==> src/rtl/sha256_pkg.sv <==
// SHA-256 constants, FSM state type and the bitwise round/schedule helpers
// shared by the compression datapath.
package sha256_pkg;

    localparam logic [31:0] K [0:63] = '{
        32'h428a2f98, 32'h71374491, 32'hb5c0fbcf, 32'he9b5dba5,
        32'h3956c25b, 32'h59f111f1, 32'h923f82a4, 32'hab1c5ed5,
        32'hd807aa98, 32'h12835b01, 32'h243185be, 32'h550c7dc3,
        32'h72be5d74, 32'h80deb1fe, 32'h9bdc06a7, 32'hc19bf174,
        32'he49b69c1, 32'hefbe4786, 32'h0fc19dc6, 32'h240ca1cc,
        32'h2de92c6f, 32'h4a7484aa, 32'h5cb0a9dc, 32'h76f988da,
        32'h983e5152, 32'ha831c66d, 32'hb00327c8, 32'hbf597fc7,
        32'hc6e00bf3, 32'hd5a79147, 32'h06ca6351, 32'h14292967,
        32'h27b70a85, 32'h2e1b2138, 32'h4d2c6dfc, 32'h53380d13,
        32'h650a7354, 32'h766a0abb, 32'h81c2c92e, 32'h92722c85,
        32'ha2bfe8a1, 32'ha81a664b, 32'hc24b8b70, 32'hc76c51a3,
        32'hd192e819, 32'hd6990624, 32'hf40e3585, 32'h106aa070,
        32'h19a4c116, 32'h1e376c08, 32'h2748774c, 32'h34b0bcb5,
        32'h391c0cb3, 32'h4ed8aa4a, 32'h5b9cca4f, 32'h682e6ff3,
        32'h748f82ee, 32'h78a5636f, 32'h84c87814, 32'h8cc70208,
        32'h90befffa, 32'ha4506ceb, 32'hbef9a3f7, 32'hc67178f2
    };

    localparam logic [31:0] IV [0:7] = '{
        32'h6a09e667, 32'hbb67ae85, 32'h3c6ef372, 32'ha54ff53a,
        32'h510e527f, 32'h9b05688c, 32'h1f83d9ab, 32'h5be0cd19
    };

    // IV packed H0 in the top word, matching the digest/working-variable layout.
    localparam logic [255:0] IV_FLAT = {IV[0], IV[1], IV[2], IV[3], IV[4], IV[5], IV[6], IV[7]};

    typedef enum logic [2:0] {
        StIdle,
        StRound,
        StFinal,
        StDbl,
        StOut
    } state_e;

    function automatic logic [31:0] rotr(input logic [31:0] x, input int unsigned n);
        return (x >> n) | (x << (32 - n));
    endfunction

    function automatic logic [31:0] ch(input logic [31:0] e, input logic [31:0] f,
                                       input logic [31:0] g);
        return (e & f) ^ (~e & g);
    endfunction

    function automatic logic [31:0] maj(input logic [31:0] a, input logic [31:0] b,
                                        input logic [31:0] c);
        return (a & b) ^ (a & c) ^ (b & c);
    endfunction

    function automatic logic [31:0] big_sigma0(input logic [31:0] x);
        return rotr(x, 2) ^ rotr(x, 13) ^ rotr(x, 22);
    endfunction

    function automatic logic [31:0] big_sigma1(input logic [31:0] x);
        return rotr(x, 6) ^ rotr(x, 11) ^ rotr(x, 25);
    endfunction

    function automatic logic [31:0] small_sigma0(input logic [31:0] x);
        return rotr(x, 7) ^ rotr(x, 18) ^ (x >> 3);
    endfunction

    function automatic logic [31:0] small_sigma1(input logic [31:0] x);
        return rotr(x, 17) ^ rotr(x, 19) ^ (x >> 10);
    endfunction

    // Word-wise modulo-2^32 sum of two packed 8-word vectors (feed-forward).
    function automatic logic [255:0] add_words(input logic [255:0] a, input logic [255:0] b);
        logic [255:0] r;
        for (int unsigned i = 0; i < 8; i++) begin
            r[32*i +: 32] = a[32*i +: 32] + b[32*i +: 32];
        end
        return r;
    endfunction

endpackage

==> src/rtl/sha256_round.sv <==
// One combinational SHA-256 compression round. State vector is {a,b,c,d,e,f,g,h}
// with a in the top word.
module sha256_round
    import sha256_pkg::*;
(
    input  logic [255:0] state_in,
    input  logic [31:0]  k,
    input  logic [31:0]  w,
    output logic [255:0] state_out
);

    logic [31:0] a, b, c, d, e, f, g, h;
    logic [31:0] t1, t2;

    // Compute T1/T2 and shift the working variables down by one position.
    always_comb begin
        {a, b, c, d, e, f, g, h} = state_in;
        t1 = h + big_sigma1(e) + ch(e, f, g) + k + w;
        t2 = big_sigma0(a) + maj(a, b, c);
        state_out = {t1 + t2, a, b, c, d + t1, e, f, g};
    end

endmodule

==> src/rtl/sha256_stream_core.sv <==
// SHA-256 compression engine: accepts pre-padded blocks, chains multi-block
// messages through H, optionally re-hashes the final digest (double SHA-256),
// and presents the result on a valid/ready output.
module sha256_stream_core
    import sha256_pkg::*;
#(
    parameter int unsigned ROUNDS_PER_CYCLE = 1
) (
    input  logic         CLK,
    input  logic         reset,
    input  logic         blk_valid,
    output logic         blk_ready,
    input  logic [511:0] blk_data,
    input  logic         blk_first,
    input  logic         blk_last,
    input  logic         blk_dbl,
    output logic         digest_valid,
    input  logic         digest_ready,
    output logic [255:0] digest,
    output logic         busy
);

    localparam int unsigned R = ROUNDS_PER_CYCLE;

    if (!(R == 1 || R == 2 || R == 4 || R == 8)) begin : g_bad_rounds_per_cycle
        $error("sha256_stream_core: ROUNDS_PER_CYCLE must be 1, 2, 4 or 8");
    end

    state_e       state_q, state_d;
    logic [255:0] h_q, h_d;
    logic [255:0] wv_q, wv_d;
    logic [31:0]  w_q [16];
    logic [31:0]  w_d [16];
    logic [5:0]   rnd_q, rnd_d;
    logic         last_q, last_d;
    logic         dbl_q, dbl_d;
    logic [255:0] digest_q, digest_d;
    logic         dv_q, dv_d;

    logic [31:0]  ext [16 + R];
    logic [31:0]  w_shift [16];
    logic [255:0] rounds_out;
    logic [255:0] h_plus;

    // Extend the 16-word window by R new schedule words, then slide it by R.
    always_comb begin
        for (int unsigned m = 0; m < 16; m++) begin
            ext[m] = w_q[m];
        end
        for (int unsigned j = 0; j < R; j++) begin
            ext[16 + j] = small_sigma1(ext[14 + j]) + ext[9 + j] +
                          small_sigma0(ext[1 + j]) + ext[j];
        end
        for (int unsigned m = 0; m < 16; m++) begin
            w_shift[m] = ext[m + R];
        end
    end

    // Chain of R rounds; stage g consumes schedule word W[rnd+g] = w_q[g].
    for (genvar g = 0; g < R; g++) begin : g_rnd
        logic [255:0] st_in;
        logic [255:0] st_out;
        logic [31:0]  k_val;

        if (g == 0) begin : g_head
            assign st_in = wv_q;
        end else begin : g_link
            assign st_in = g_rnd[g-1].st_out;
        end

        assign k_val = K[rnd_q + 6'(g)];

        sha256_round u_round (
            .state_in  (st_in),
            .k         (k_val),
            .w         (w_q[g]),
            .state_out (st_out)
        );
    end

    assign rounds_out = g_rnd[R-1].st_out;
    assign h_plus     = add_words(h_q, wv_q);

    assign blk_ready    = (state_q == StIdle);
    assign busy         = (state_q != StIdle);
    assign digest_valid = dv_q;
    assign digest       = digest_q;

    // Next-state and datapath load selection for every register.
    always_comb begin
        state_d  = state_q;
        h_d      = h_q;
        wv_d     = wv_q;
        w_d      = w_q;
        rnd_d    = rnd_q;
        last_d   = last_q;
        dbl_d    = dbl_q;
        digest_d = digest_q;
        dv_d     = dv_q;

        unique case (state_q)
            StIdle: begin
                if (blk_valid) begin
                    for (int unsigned i = 0; i < 16; i++) begin
                        w_d[i] = blk_data[511 - 32*i -: 32];
                    end
                    wv_d   = blk_first ? IV_FLAT : h_q;
                    if (blk_first) begin
                        h_d = IV_FLAT;
                    end
                    last_d  = blk_last;
                    dbl_d   = blk_dbl;
                    rnd_d   = '0;
                    state_d = StRound;
                end
            end
            StRound: begin
                wv_d  = rounds_out;
                w_d   = w_shift;
                rnd_d = rnd_q + 6'(R);
                if (rnd_q == 6'(64 - R)) begin
                    // The first pass of a double hash feeds forward inside DBL,
                    // saving a cycle so the second pass starts one edge earlier.
                    state_d = (last_q && dbl_q) ? StDbl : StFinal;
                end
            end
            StFinal: begin
                h_d = h_plus;
                if (!last_q) begin
                    state_d = StIdle;
                end else begin
                    digest_d = h_plus;
                    dv_d     = 1'b1;
                    state_d  = StOut;
                end
            end
            StDbl: begin
                // Second-pass block: 256-bit digest, padding bit, length 256.
                for (int unsigned i = 0; i < 8; i++) begin
                    w_d[i] = h_plus[255 - 32*i -: 32];
                end
                w_d[8] = 32'h8000_0000;
                for (int unsigned i = 9; i < 15; i++) begin
                    w_d[i] = 32'h0;
                end
                w_d[15] = 32'h0000_0100;
                wv_d    = IV_FLAT;
                h_d     = IV_FLAT;
                dbl_d   = 1'b0;
                rnd_d   = '0;
                state_d = StRound;
            end
            StOut: begin
                if (digest_ready) begin
                    dv_d    = 1'b0;
                    state_d = StIdle;
                end
            end
            default: begin
                state_d = StIdle;
            end
        endcase
    end

    // FSM state register.
    always_ff @(posedge CLK or posedge reset) begin
        if (reset) begin
            state_q <= StIdle;
        end else begin
            state_q <= state_d;
        end
    end

    // Datapath registers: chaining value, working variables, schedule, flags, output.
    always_ff @(posedge CLK or posedge reset) begin
        if (reset) begin
            h_q      <= IV_FLAT;
            wv_q     <= '0;
            for (int unsigned i = 0; i < 16; i++) begin
                w_q[i] <= '0;
            end
            rnd_q    <= '0;
            last_q   <= 1'b0;
            dbl_q    <= 1'b0;
            digest_q <= '0;
            dv_q     <= 1'b0;
        end else begin
            h_q      <= h_d;
            wv_q     <= wv_d;
            w_q      <= w_d;
            rnd_q    <= rnd_d;
            last_q   <= last_d;
            dbl_q    <= dbl_d;
            digest_q <= digest_d;
            dv_q     <= dv_d;
        end
    end

endmodule

==> config.mk <==
export PLATFORM = sky130hd
export DESIGN_NAME = sha256_stream_core
export DESIGN_NICKNAME = d
export VERILOG_FILES = /design/src/rtl/sha256_pkg.sv /design/src/rtl/sha256_round.sv /design/src/rtl/sha256_stream_core.sv
export SDC_FILE = /design/constraint.sdc
export NUM_CORES = 2
export LEC_CHECK = 0
export BUFFER_PORTS_ARGS = -buffer_cell sky130_fd_sc_hd__buf_2
export CAP_MARGIN = 0
export CORE_ASPECT_RATIO = 2
export CORE_MARGIN = 4
export CORE_UTILIZATION = 35
export DETAILED_ROUTE_END_ITERATION = 16
export GPL_ROUTABILITY_DRIVEN = 0
export PLACE_DENSITY = 0.5
export REMOVE_ABC_BUFFERS = 1
export SYNTH_ARGS = -nofsm -noshare
export SYNTH_HDL_FRONTEND = slang
export SYNTH_HIERARCHICAL = 1
export SYNTH_SLANG_ARGS = --single-unit
==> constraint.sdc <==
create_clock -name CLK -period 143.9 [get_ports CLK]
set_input_delay 28.78 -clock CLK [delete_from_list [all_inputs] [get_ports CLK]]
set_output_delay 28.78 -clock CLK [all_outputs]
set_load 0.05 [all_outputs]
==> summary.md <==
| Metric | Value |
|---|---|
| Status | `complete, no violations` |
| CTS resizes | `0` |
| Worst-Margin Slew | `1.39 ns` |
| Crit-path max cell delay | `0.82 ns` |
| Final setup viols | `0` |
| Top Layer Used | `met5` |
| Die Wd | `between 300 and 400 um` |
| GRT Overall Usage | `a little under a third` |
| HP Class | `reg2reg` |
| CTS buffer count | `about 150` |
| DR DRC count | `0` |
| H-tree depth | `4` |
| TritonCTS clock tree | `yes` |
| WP data required | `approximately 140 ns` |
| Detailed Routing Iterations Pass 1 | `9` |
| Crit Path Class | `in2async` |
| Most common cell after layout, fill and taps aside | `nor2_1` |
| Post-CTS setup buffers | `0` |
| Final wirelength | `389 mm` |
| Delay-heaviest family, CP | `buffers and inverters` |
| Worst skew pair latency | `between 0.8 and 0.9 ns` |
| Iteration-0 DRC Markers | `7048` |
| YS warnings | `6` |
| CP Cell Sequence | `buf_2 -> inv_8 -> buf_4 -> buf_4 -> buf_4 -> buf_4 -> buf_4` |
| Slew Viols, Final | `0` |
| Distinct cells, synth | `103` |
| P&R area growth vs syn | `12.5%` |
| PortBufs | `around 780` |
| Slew margin rel. | `under 10%` |
| Worst setup margin | `between 100 and 150 ns` |
| Initial antenna violation count | `slightly below 70` |
| Clk buf depth | `4` |
| # hold bufs at CTS | `0` |
| RSZ-0062 raised after global routing | `no` |
| Fill count | `between 20000 and 25000` |
| Critical Path AT | `33.56 ns` |
| Placed insts | `about 13000` |
| Post-Syn Area | `84400 um2` |
| Cell count after synthesis | `slightly above 9000` |
| Clk root buf | `clkbuf_16` |
| Met2 WL | `approximately 180 mm` |
| WL met1 | `141 mm` |
| Synthesized area per cell | `a little over 9 um2` |
| Die area | `between 200000 and 250000 um2` |
| Final Non-Filler Cells | `~13000` |
| Ys async rst share | `100%` |
| # Max-Cap Violations | `0` |
| Critical path peak fanout | `95` |
| Post-DR wirelength/cell | `between 30 and 40 um` |
| Clock transition at path regs | `around 0.06 ns` |
| Minimum clock period | `32.71 ns` |
| Synthesis-stage register bit count | `about 1300` |
| Pre-CTS setup slack | `approximately 110 ns` |
| CP startpoint kind | `input pin` |
| Fin. Hold Viols | `0` |
| Fmax achieved | `a little over 30 MHz` |
| Sum of negative setup slack | `0 ns` |
| Primary FF master, synth | `dfrtp_1` |
| Drt via density | `5.89` |
| DP HPWL | `roughly 290 mm` |
| Most common cell on crit path | `buf_4` |
| Initial core utilization | `a little over a third` |
| CP Buf/Inv Count | `7` |
| Total grt overflow | `0` |
| Metal3 WL | `about 27 mm` |
| Most frequent cells in the layout | `nor2_1, dfrtp_1, buf_2, a21oi_1, o21ai_0` |
| Number of global-route vias before repair | `77600` |
| EDFF count, synth | `0` |
| Period utilisation layout | `22.7%` |
| Vias | `approximately 76000` |
| CP Capture Type | `asynchronous set/reset pin` |
| DIE HEIGHT | `around 700 um` |
| Largest net degree at the start of global routing | `between 150 and 200` |
| Share of layout cells above drive strength 1 | `16.0%` |
| Fin nets | `between 10000 and 15000` |
| Post-synthesis sequential area ratio | `roughly two fifths` |
| Final Skew | `around 0.074 ns` |
| Top Ports | `~780` |
| Slowest cell on the critical path | `buf_4` |
| Final ANT Viol Nets | `0` |
| Std cell rows | `roughly 250` |
| Sinks on Clock Net | `around 1300` |
| First-pass GRT wire length | `between 500 and 600 mm` |
| Core footprint | `240000 um2` |
-- routing by layer --
metal	vias to the layer above	track usage, %
met5	-	0
met4	38	23.8
met3	1106	6.34
met2	3521	50.2
met1	37900	33.8
li1	33700	-
-- path summary, 6_finish.rpt --
check | startpoint | end | slack (ns) | cells past startpoint
worst min-delay path | digest[159] | digest[159] | 0.47 | 2
min in group asynchronous | reset | ext[165] | 28.07 | 2
worst min register to register | digest[159] | digest[159] | 0.47 | 2
worst max-delay path | reset | digest[54] | 111.19 | 7
worst max register to register | rnd_q[0] | g_rnd[0].st_in[255] | 131.96 | 36
max in group CLK | blk_valid | ext[299] | 111.88 | 10
-- worst min-delay path: cells and delay by family, from the launching register on --
| kind | cells | cell delay, ns |
|---|---|---|
| simple gates | 1 | 0.04 |
| compound gates | 1 | 0.06 |
| flops | 1 | 0.33 |
-- Yosys cell counts, types with 16 or more instances --
library cell | number | share of area [%]
a211oi_1 | 57 | 0.51
mux2_2 | 152 | 2.0
o21a_1 | 62 | 0.55
a21oi_1 | 742 | 4.4
xnor2_1 | 395 | 4.1
buf_1 | 49 | 0.22
a21o_1 | 177 | 1.6
o22a_1 | 80 | 0.83
dfstp_2 | 136 | 4.2
o21ai_0 | 689 | 4.1
a22oi_1 | 29 | 0.26
nand2_1 | 663 | 2.9
nor2_1 | 1257 | 5.6
a22o_1 | 67 | 0.70
o211ai_1 | 46 | 0.41
a31oi_1 | 58 | 0.43
mux2i_1 | 67 | 0.79
dfrtp_1 | 1156 | 34
a221oi_1 | 500 | 5.2
maj3_1 | 32 | 0.38
o22ai_1 | 71 | 0.53
nor3_1 | 75 | 0.44
o221ai_1 | 19 | 0.20
nand3_1 | 77 | 0.46
o21bai_1 | 50 | 0.44
a221o_1 | 21 | 0.25
o31ai_1 | 23 | 0.20
clkbuf_1 | 592 | 2.6
ha_1 | 389 | 5.8
a222oi_1 | 31 | 0.37
and3_1 | 56 | 0.42
xor2_1 | 196 | 2.0
buf_4 | 192 | 1.7
inv_1 | 416 | 1.9
fa_1 | 195 | 4.6
o21ai_1 | 22 | 0.13
nor2b_1 | 33 | 0.24
nand4_1 | 39 | 0.29
or3_1 | 126 | 0.93
nand2b_1 | 43 | 0.32
a31o_2 | 16 | 0.17
-- final cells by class --
| cell class | instances | area [um2] | area share [%] |
|---|---|---|---|
| tap | 3200 | 4000 | 4.22 |
| timing repair buffer | 963 | 5390 | 5.67 |
| multi-input combinational | 6779 | 46600 | 49.1 |
| clock buffer | 216 | 4280 | 4.51 |
| inverter | 420 | 1580 | 1.67 |
| antenna | 35 | 87.6 | 0.0923 |
| clock inverter | 41 | 508 | 0.535 |
| sequential | 1292 | 32500 | 34.2 |
-- stage by stage --
| stage | area, um2 | utilization [%] | hold WS [ns] |
|---|---|---|---|
| floorplan | 80500 | - | 0.448 |
| global placement | 90100 | 37.6 | 0.458 |
| detailed placement | 90100 | 37.6 | 0.466 |
| CTS | 94800 | 39.6 | 0.480 |
| global route | 94900 | 39.6 | 0.495 |
| finish | 94900 | 39.6 | 0.474 |
-- state kept, by name, summed over array words and instances, names as in the netlist --
| register | count |
|---|---|
| last_q | 1 |
| h_q | 256 |
| ext | 512 |
| dbl_q | 1 |
| digest_valid | 1 |
| rnd_q | 6 |
| g_rnd.st_in | 256 |
| state_q | 3 |
| digest | 256 |
-- cell families after synthesis --
group           synth area share [%]
compound gates                  22.8
xor+xnor                        6.13
fa+ha+maj                       10.8
buf+inv                         6.45
flops                           38.5
mux                             2.96
simple gates                    12.3
Power is not shown: default switching activity piles up to over one toggle a cycle in this logic, so the estimate is an artifact.
